==> config.mk <==
export PLATFORM = sky130hd
export DESIGN_NAME = player_state_machine
export DESIGN_NICKNAME = d
export VERILOG_FILES = /design/src/rtl/player_state_machine.sv
export SDC_FILE = /design/constraint.sdc
export NUM_CORES = 1
export LEC_CHECK = 0
export BUFFER_PORTS_ARGS = -buffer_cell sky130_fd_sc_hd__buf_4
export CAP_MARGIN = 20
export CELL_PAD_IN_SITES_DETAIL_PLACEMENT = 0
export CELL_PAD_IN_SITES_GLOBAL_PLACEMENT = 1
export CORE_ASPECT_RATIO = 0.9
export CORE_MARGIN = 1
export CORE_UTILIZATION = 43
export DETAILED_ROUTE_END_ITERATION = 8
export PLACE_DENSITY = 0.8
export SLEW_MARGIN = 0
export SYNTH_ARGS = -nofsm -noshare
export SYNTH_HDL_FRONTEND = slang
export SYNTH_SLANG_ARGS = --single-unit
==> constraint.sdc <==
create_clock -name clk -period 5.7 [get_ports clk]
set_clock_uncertainty 0.2 [all_clocks]
set_input_delay 1.14 -clock clk [delete_from_list [all_inputs] [get_ports clk]]
set_output_delay 1.14 -clock clk [all_outputs]
set_load 0.01 [all_outputs]
==> src/rtl/player_state_machine.sv <==
// Per-player action state machine. Sequences walking, neutral and directional
// attacks, hitstun and blockstun on the per-frame tick, and forces KO when
// health reaches zero. The outputs are decoded directly from the state register.
//
// state | meaning
// ------+-------------------------------------------------------------
//   0   | IDLE          standing still, accepts buttons
//   1   | WALK_FWD      moving toward opponent
//   2   | WALK_BACK     moving away from opponent (blocks incoming hits)
//   3   | ATK_STARTUP   neutral attack wind-up
//   4   | ATK_ACTIVE    neutral attack hitbox live
//   5   | ATK_RECOVERY  neutral attack cool-down
//   6   | DATK_STARTUP  directional attack wind-up
//   7   | DATK_ACTIVE   directional attack hitbox live
//   8   | DATK_RECOVERY directional attack cool-down
//   9   | HITSTUN       took a hit, invulnerable until exit
//  10   | BLOCKSTUN     blocked a hit, invulnerable until exit
//  11   | KO            health exhausted, absorbing until reset
module player_state_machine #(
    parameter int STARTUP      = 5,
    parameter int ACTIVE       = 2,
    parameter int RECOVERY     = 16,
    parameter int DIR_STARTUP  = 4,
    parameter int DIR_ACTIVE   = 3,
    parameter int DIR_RECOVERY = 15,
    parameter int HITSTUN      = 15,
    parameter int BLOCKSTUN    = 13
) (
    input  logic       clk,
    input  logic       rst,
    input  logic       frame_tick,
    input  logic       btn_left,
    input  logic       btn_right,
    input  logic       btn_attack,
    input  logic       facing_right,
    input  logic       hit_in,
    input  logic       health_zero,
    output logic [3:0] state,
    output logic       attack_active,
    output logic       attack_dir,
    output logic [1:0] move_dir
);

    localparam logic [3:0] S_IDLE      = 4'd0;
    localparam logic [3:0] S_WALK_FWD  = 4'd1;
    localparam logic [3:0] S_WALK_BACK = 4'd2;
    localparam logic [3:0] S_ATK_ST    = 4'd3;
    localparam logic [3:0] S_ATK_ACT   = 4'd4;
    localparam logic [3:0] S_ATK_REC   = 4'd5;
    localparam logic [3:0] S_DATK_ST   = 4'd6;
    localparam logic [3:0] S_DATK_ACT  = 4'd7;
    localparam logic [3:0] S_DATK_REC  = 4'd8;
    localparam logic [3:0] S_HITSTUN   = 4'd9;
    localparam logic [3:0] S_BLOCKSTUN = 4'd10;
    localparam logic [3:0] S_KO        = 4'd11;

    // Timer reload values: a timed state lasts (reload + 1) frames.
    localparam logic [4:0] T_ATK_ST   = 5'(STARTUP - 1);
    localparam logic [4:0] T_ATK_ACT  = 5'(ACTIVE - 1);
    localparam logic [4:0] T_ATK_REC  = 5'(RECOVERY - 1);
    localparam logic [4:0] T_DATK_ST  = 5'(DIR_STARTUP - 1);
    localparam logic [4:0] T_DATK_ACT = 5'(DIR_ACTIVE - 1);
    localparam logic [4:0] T_DATK_REC = 5'(DIR_RECOVERY - 1);
    localparam logic [4:0] T_HIT      = 5'(HITSTUN - 1);
    localparam logic [4:0] T_BLOCK    = 5'(BLOCKSTUN - 1);

    logic [3:0] r_state;
    logic [4:0] r_timer;
    logic       r_hit_pending;

    logic [3:0] w_state_nxt;
    logic [4:0] w_timer_nxt;
    logic       w_hit_nxt;
    logic       w_hit;
    logic       w_fwd_btn;
    logic       w_back_btn;
    logic       w_fwd;
    logic       w_back;
    logic       w_in_move;
    logic       w_in_attack;
    logic       w_in_timed;

    // Button mapping relative to the opponent; both or neither means no direction.
    always_comb begin
        w_fwd_btn   = facing_right ? btn_right : btn_left;
        w_back_btn  = facing_right ? btn_left  : btn_right;
        w_fwd       = w_fwd_btn  & ~w_back_btn;
        w_back      = w_back_btn & ~w_fwd_btn;
        w_in_move   = (r_state <= S_WALK_BACK);
        w_in_attack = (r_state >= S_ATK_ST) && (r_state <= S_DATK_REC);
        w_in_timed  = (r_state >= S_ATK_ST) && (r_state <= S_BLOCKSTUN);
        // A hit arriving on the tick cycle itself is consumed in that evaluation.
        w_hit       = r_hit_pending | hit_in;
    end

    // State register: state, frame timer and latched hit.
    always_ff @(posedge clk or posedge rst) begin
        if (rst) begin
            r_state       <= S_IDLE;
            r_timer       <= 5'd0;
            r_hit_pending <= 1'b0;
        end else begin
            r_state       <= w_state_nxt;
            r_timer       <= w_timer_nxt;
            r_hit_pending <= w_hit_nxt;
        end
    end

    // Next-state logic: KO override, illegal-code recovery, then frame evaluation.
    always_comb begin
        w_state_nxt = r_state;
        w_timer_nxt = r_timer;
        w_hit_nxt   = w_hit;
        if (health_zero) begin
            w_state_nxt = S_KO;
            w_timer_nxt = 5'd0;
            w_hit_nxt   = 1'b0;
        end else if (r_state > S_KO) begin
            w_state_nxt = S_IDLE;
            w_timer_nxt = 5'd0;
            w_hit_nxt   = 1'b0;
        end else if (r_state == S_KO) begin
            w_hit_nxt   = 1'b0;
        end else if (frame_tick) begin
            // Every tick either consumes or discards the pending hit.
            w_hit_nxt = 1'b0;
            if (w_hit && (((r_state == S_IDLE || r_state == S_WALK_FWD) && w_back)
                          || r_state == S_WALK_BACK)) begin
                w_state_nxt = S_BLOCKSTUN;
                w_timer_nxt = T_BLOCK;
            end else if (w_hit && (w_in_move || w_in_attack)) begin
                w_state_nxt = S_HITSTUN;
                w_timer_nxt = T_HIT;
            end else if (w_in_timed) begin
                // Stun states ignore hits but keep counting so they exit on schedule.
                if (r_timer == 5'd0) begin
                    w_timer_nxt = 5'd0;
                    case (r_state)
                        S_ATK_ST: begin
                            w_state_nxt = S_ATK_ACT;
                            w_timer_nxt = T_ATK_ACT;
                        end
                        S_ATK_ACT: begin
                            w_state_nxt = S_ATK_REC;
                            w_timer_nxt = T_ATK_REC;
                        end
                        S_DATK_ST: begin
                            w_state_nxt = S_DATK_ACT;
                            w_timer_nxt = T_DATK_ACT;
                        end
                        S_DATK_ACT: begin
                            w_state_nxt = S_DATK_REC;
                            w_timer_nxt = T_DATK_REC;
                        end
                        default: w_state_nxt = S_IDLE;
                    endcase
                end else begin
                    w_timer_nxt = r_timer - 5'd1;
                end
            end else begin
                w_timer_nxt = 5'd0;
                if (btn_attack && w_fwd) begin
                    w_state_nxt = S_DATK_ST;
                    w_timer_nxt = T_DATK_ST;
                end else if (btn_attack) begin
                    w_state_nxt = S_ATK_ST;
                    w_timer_nxt = T_ATK_ST;
                end else if (w_fwd) begin
                    w_state_nxt = S_WALK_FWD;
                end else if (w_back) begin
                    w_state_nxt = S_WALK_BACK;
                end else begin
                    w_state_nxt = S_IDLE;
                end
            end
        end
    end

    // Output decode straight from the state register.
    always_comb begin
        state         = r_state;
        attack_active = (r_state == S_ATK_ACT) || (r_state == S_DATK_ACT);
        attack_dir    = (r_state >= S_DATK_ST) && (r_state <= S_DATK_REC);
        move_dir      = 2'b00;
        if (r_state == S_WALK_FWD) begin
            move_dir = facing_right ? 2'b01 : 2'b10;
        end else if (r_state == S_WALK_BACK) begin
            move_dir = facing_right ? 2'b10 : 2'b01;
        end
    end

endmodule

# Yosys cells after proc, flatten, opt, wreduce, memory -nomap -nowiden

Cells that the tools add are included.

Bits in registers: 10
Input port bits: 9
Output and inout port bits: 8
Word-level logic and storage cells: 74

Add/subtract/negate cells: 1
Order comparisons: 6
Equality and inequality tests: 9
Muxes and demuxes: 34
Bitwise gates (word level): 5
Reduce and logical (&&, ||, !) cells: 16

Operators by type and width:

| cell                                                 | number |
|---|---|
| two-way mux 5 bit                                    | 8 |
| two-way mux 4 bit                                    | 8 |
| case mux 4 bit (4 select lines)                      | 2 |
| two-way mux 2 bit                                    | 7 |
| == test 4 x 3 -> 1 bit, second input constant        | 3 |
| two-way mux 3 bit                                    | 3 |
| == test 4 x 2 -> 1 bit, second input constant        | 2 |
| <= comparator 4 bit, second input constant           | 2 |
| logical AND 1 bit                                    | 7 |
| two-way mux 1 bit                                    | 6 |
| != test 6 x 2 -> 1 bit, second input constant        | 1 |
| zero test 5 bit                                      | 1 |
| subtractor 5 x 1 -> 5 bit, second input constant     | 1 |
| == test 4 x 1 -> 1 bit, second input constant        | 1 |
| == test 4 bit, second input constant                 | 1 |
| >= comparator 4 x 2 -> 1 bit, second input constant  | 1 |
| >= comparator 4 x 3 -> 1 bit, second input constant  | 1 |
| greater-than comparator 4 bit, second input constant | 1 |
| <= comparator 4 x 2 -> 1 bit, second input constant  | 1 |
| zero test 4 bit                                      | 1 |
| logical OR 1 bit                                     | 4 |
| != test 3 bit, second input constant                 | 1 |
| AND reduction 3 bit                                  | 1 |
| nonzero test 3 bit                                   | 1 |
| other kinds (4)                                      | 6 |

# Longest topological paths before layout

Depth after elaboration: 14
Gate-level depth with buffers: 7
Depth with buffers taken out: 7

# Least setup slack after synthesis

Ideal clock, no wire load.

Path kind: in2out
Start: in facing_right
End: out move_dir[0]
Arrival: 1.564 ns
Data required time: 4.360 ns
Path slack: 2.796 ns
Cell stages on the path: 3
Path buffers: 0
Cell sequence: and3_1 -> a21oi_1 -> nor3_1

Word-level cells in the longest chain between the ends: 3

RTL lines:

| what                | line | source |
|---|---|---|
| from (decl)         | 35   | `input logic facing_right,` |
| two-way mux 2 bit   | 188  | `move_dir = facing_right ? 2'b10 : 2'b01;` |
| two-way mux 2 bit   | 187  | `end else if (r_state == S_WALK_BACK) begin` |
| two-way mux 2 bit * | 185  | `if (r_state == S_WALK_FWD) begin` |
| to (decl)           | 41   | `output logic [1:0] move_dir` |

Every way passes the cells marked *; elsewhere a longest branch is shown, timed or not.

# Final worst setup path

Start: in facing_right
End: out move_dir[1]

Same word-level chain as after synthesis.

==> results.ini <==
[yosys]
ys_types=43
async_flop_share_pct=100
synth-seq-area-share_pct=25.8
synth_area_per_cell_sq_um=8.16
synthCells=119
syn_area_sq_um=971
synth-main-ff-cell=dfrtp_1
yosysWarnings=0
synth_edf_count=0
synth_fp_nets=131
ys_ff_latch=10

[floorplanning]
die_w_um=52.1
dieArea_sq_mm=0.00245
die_height_um=47.1
rows=15
ioPinCount=17
start_util_pct=47.9
core_area_sq_mm=0.00203

[timing]
setup-violations-final=0
worst_slew_pin_slew_ns=0.659
hold_violations=0
fmax_mhz=320
post-route-min-period_ns=3.12
slew_headroom_pct=56.0
tns_ns=0
slew_viol_final=0
grt_setup_unrepaired=false
period_share_pct=54.8

[cells_and_area]
layout_commonest_cell=buf_4
fin_util_pct=55.4
fin_cells=158
num_antenna_cells=0
layout_common_cells=buf_4, nor2_1, dfrtp_1
final_area_sq_mm=0.00112
multiInputGateArea_sq_um=658
finalNetCount=146
regArea_sq_um=250
drive_gt1_share_pct=22.6
fillers=204
areaGrowthSynthToFinish_pct=15.6

[job]
drv_cap=0

[power]
power_leakage_uw=0.000503
vdd_drop_max_uv=293
power_density_mw_per_mm2=617
power_uw=693

[worst_setup_path]
critPathMaxFanout=7
startpoint_type=primary input
worstPathRequired_ns=4.36
reg2regPathDepth=7
cp-end-kind=output port
reg2reg_slack_ns=3.54
critPathKind=primary input to output port
startpoint=facing_right
rr_startpoint=r_timer[0]$_DFFE_PP0P_
r2r_end=r_timer[1]$_DFFE_PP0P_
arrival_ns=1.78
endpoint=move_dir[1]

[run_status]
status=finished, final reports clean

[global_route]
grt_util_all_layers_pct=23.6
grt_pass1_vias=849
grt_pass1_wl_um=4150
grt_max_degree=20
antenna_found_initial=0
grt-ovfl-total=0

[clock_tree]
cts_buffer_depth=2
clk_latency_ns=0.27
path_clk_slew_ns=0.06
cts_sinks=10
cts_resized=0
ctsRootBufferMaster=clkbuf_4
cts_made_buffers=3
postCtsHoldBufs=0
cts_max_level=1
post-cts-setup-buffers=0
cts_tree=built

[routing]
drt_first_pass_iters=4
drt-initial-drc-count=30
viasPerCell=6.05
final_antenna_net_count=0
post_drt_wl_per_cell_um=15.8
vias=956
wl_um=2500
drc=0

[place]
dp.cells=154
placed_cell_area_sq_mm=0.00109
place_hpwl_um=1750
place_congestion=0.790
port_buffers=16

[hold_path]
hp-class=flop to flop

-- cells in the mapped netlist, types with 2 or more instances --
| library cell | n | area (sq um) |
|---|---|---|
| nor2_1 | 11 | 41.3 |
| inv_1 | 6 | 22.5 |
| nand3b_1 | 2 | 15.0 |
| xor2_1 | 2 | 17.5 |
| nand2b_1 | 4 | 25.0 |
| o21ai_1 | 5 | 25.0 |
| xnor2_2 | 2 | 32.5 |
| o211ai_1 | 3 | 22.5 |
| buf_2 | 5 | 25.0 |
| dfrtp_1 | 10 | 250 |
| ha_1 | 3 | 37.5 |
| nand3_1 | 3 | 15.0 |
| a21oi_1 | 8 | 40.0 |
| and3_1 | 2 | 12.5 |
| o21ai_0 | 6 | 30.0 |
| o31ai_1 | 2 | 15.0 |
| nor3b_1 | 2 | 15.0 |
| nor3_1 | 7 | 35.0 |
| nand2_1 | 8 | 30.0 |
| a22o_1 | 2 | 17.5 |
| mux2i_1 | 2 | 20.0 |
| a21o_1 | 2 | 15.0 |
| a31oi_1 | 2 | 12.5 |
-- cells by family after synthesis --
family,Yosys count,share of synthesized area [%]
DFF,10,25.8
adders and majority gates,3,3.87
and+or+nand+nor,46,26.8
AOI/OAI and AO/OA,41,29.9
muxes,2,2.06
buffers and inverters,13,6.44
xor gates and xnor gates,4,5.15
-- report_power, final --
group / total [uW] / leakage (uW) / internal [uW] / switching (uW)
sequential: 176 / 0.000126 / 94.3 / 81.8
clock: 65.6 / 0.0000210 / 38.8 / 26.8
combinational: 451 / 0.000356 / 206 / 245
total: 693 / 0.000503 / 339 / 354
-- worst min-delay path by stage --
| stage | from | to | slack [ns] | cells after the start |
|---|---|---|---|---|
| after floorplan | r_timer[1]$_DFFE_PP0P_ | r_timer[1]$_DFFE_PP0P_ | 0.29 | 1 |
| after global placement | r_timer[1]$_DFFE_PP0P_ | r_timer[1]$_DFFE_PP0P_ | 0.32 | 1 |
| after detailed placement | r_timer[0]$_DFFE_PP0P_ | r_timer[0]$_DFFE_PP0P_ | 0.33 | 1 |
| after CTS | r_timer[0]$_DFFE_PP0P_ | r_timer[0]$_DFFE_PP0P_ | 0.35 | 1 |
| after global routing | r_timer[0]$_DFFE_PP0P_ | r_timer[0]$_DFFE_PP0P_ | 0.38 | 1 |
| final | r_timer[0]$_DFFE_PP0P_ | r_timer[0]$_DFFE_PP0P_ | 0.35 | 1 |
-- through the flow --
stage | setup slack (ns) | hold slack (ns)
after floorplan | 2.80 | 0.289
after global placement | 2.61 | 0.320
after detailed placement | 2.57 | 0.332
after CTS | 2.57 | 0.350
after global routing | 2.44 | 0.378
final | 2.58 | 0.349
-- layer usage --
layer	routed length [um]	track usage, %	up-vias
met5	0	0	-
li1	-	-	470
met2	1120	35.4	29
met3	142	6.80	0
met1	1240	35.0	457
met4	0	1.62	0
-- sequential cells by signal, summed over array words and instances (netlist names) --
signal / cells
r_timer: 5
state: 4
r_hit_pending: 1
-- critical path: stages --
cell	delay (ns)
buf_4	0.12
nand2_1	0.05
nor2_1	0.11
a21oi_1	0.05
nor3_1	0.16
buf_4	0.15
-- cell type report --
cell class / instances / share of cell area, %
inverters: 7 / 2.34
multi-input cells: 96 / 58.6
repair buffers: 16 / 10.7
well taps: 25 / 2.79
flip-flops and latches: 10 / 22.3
clock buffers: 4 / 3.23
Power figures use the tool's default switching activity.
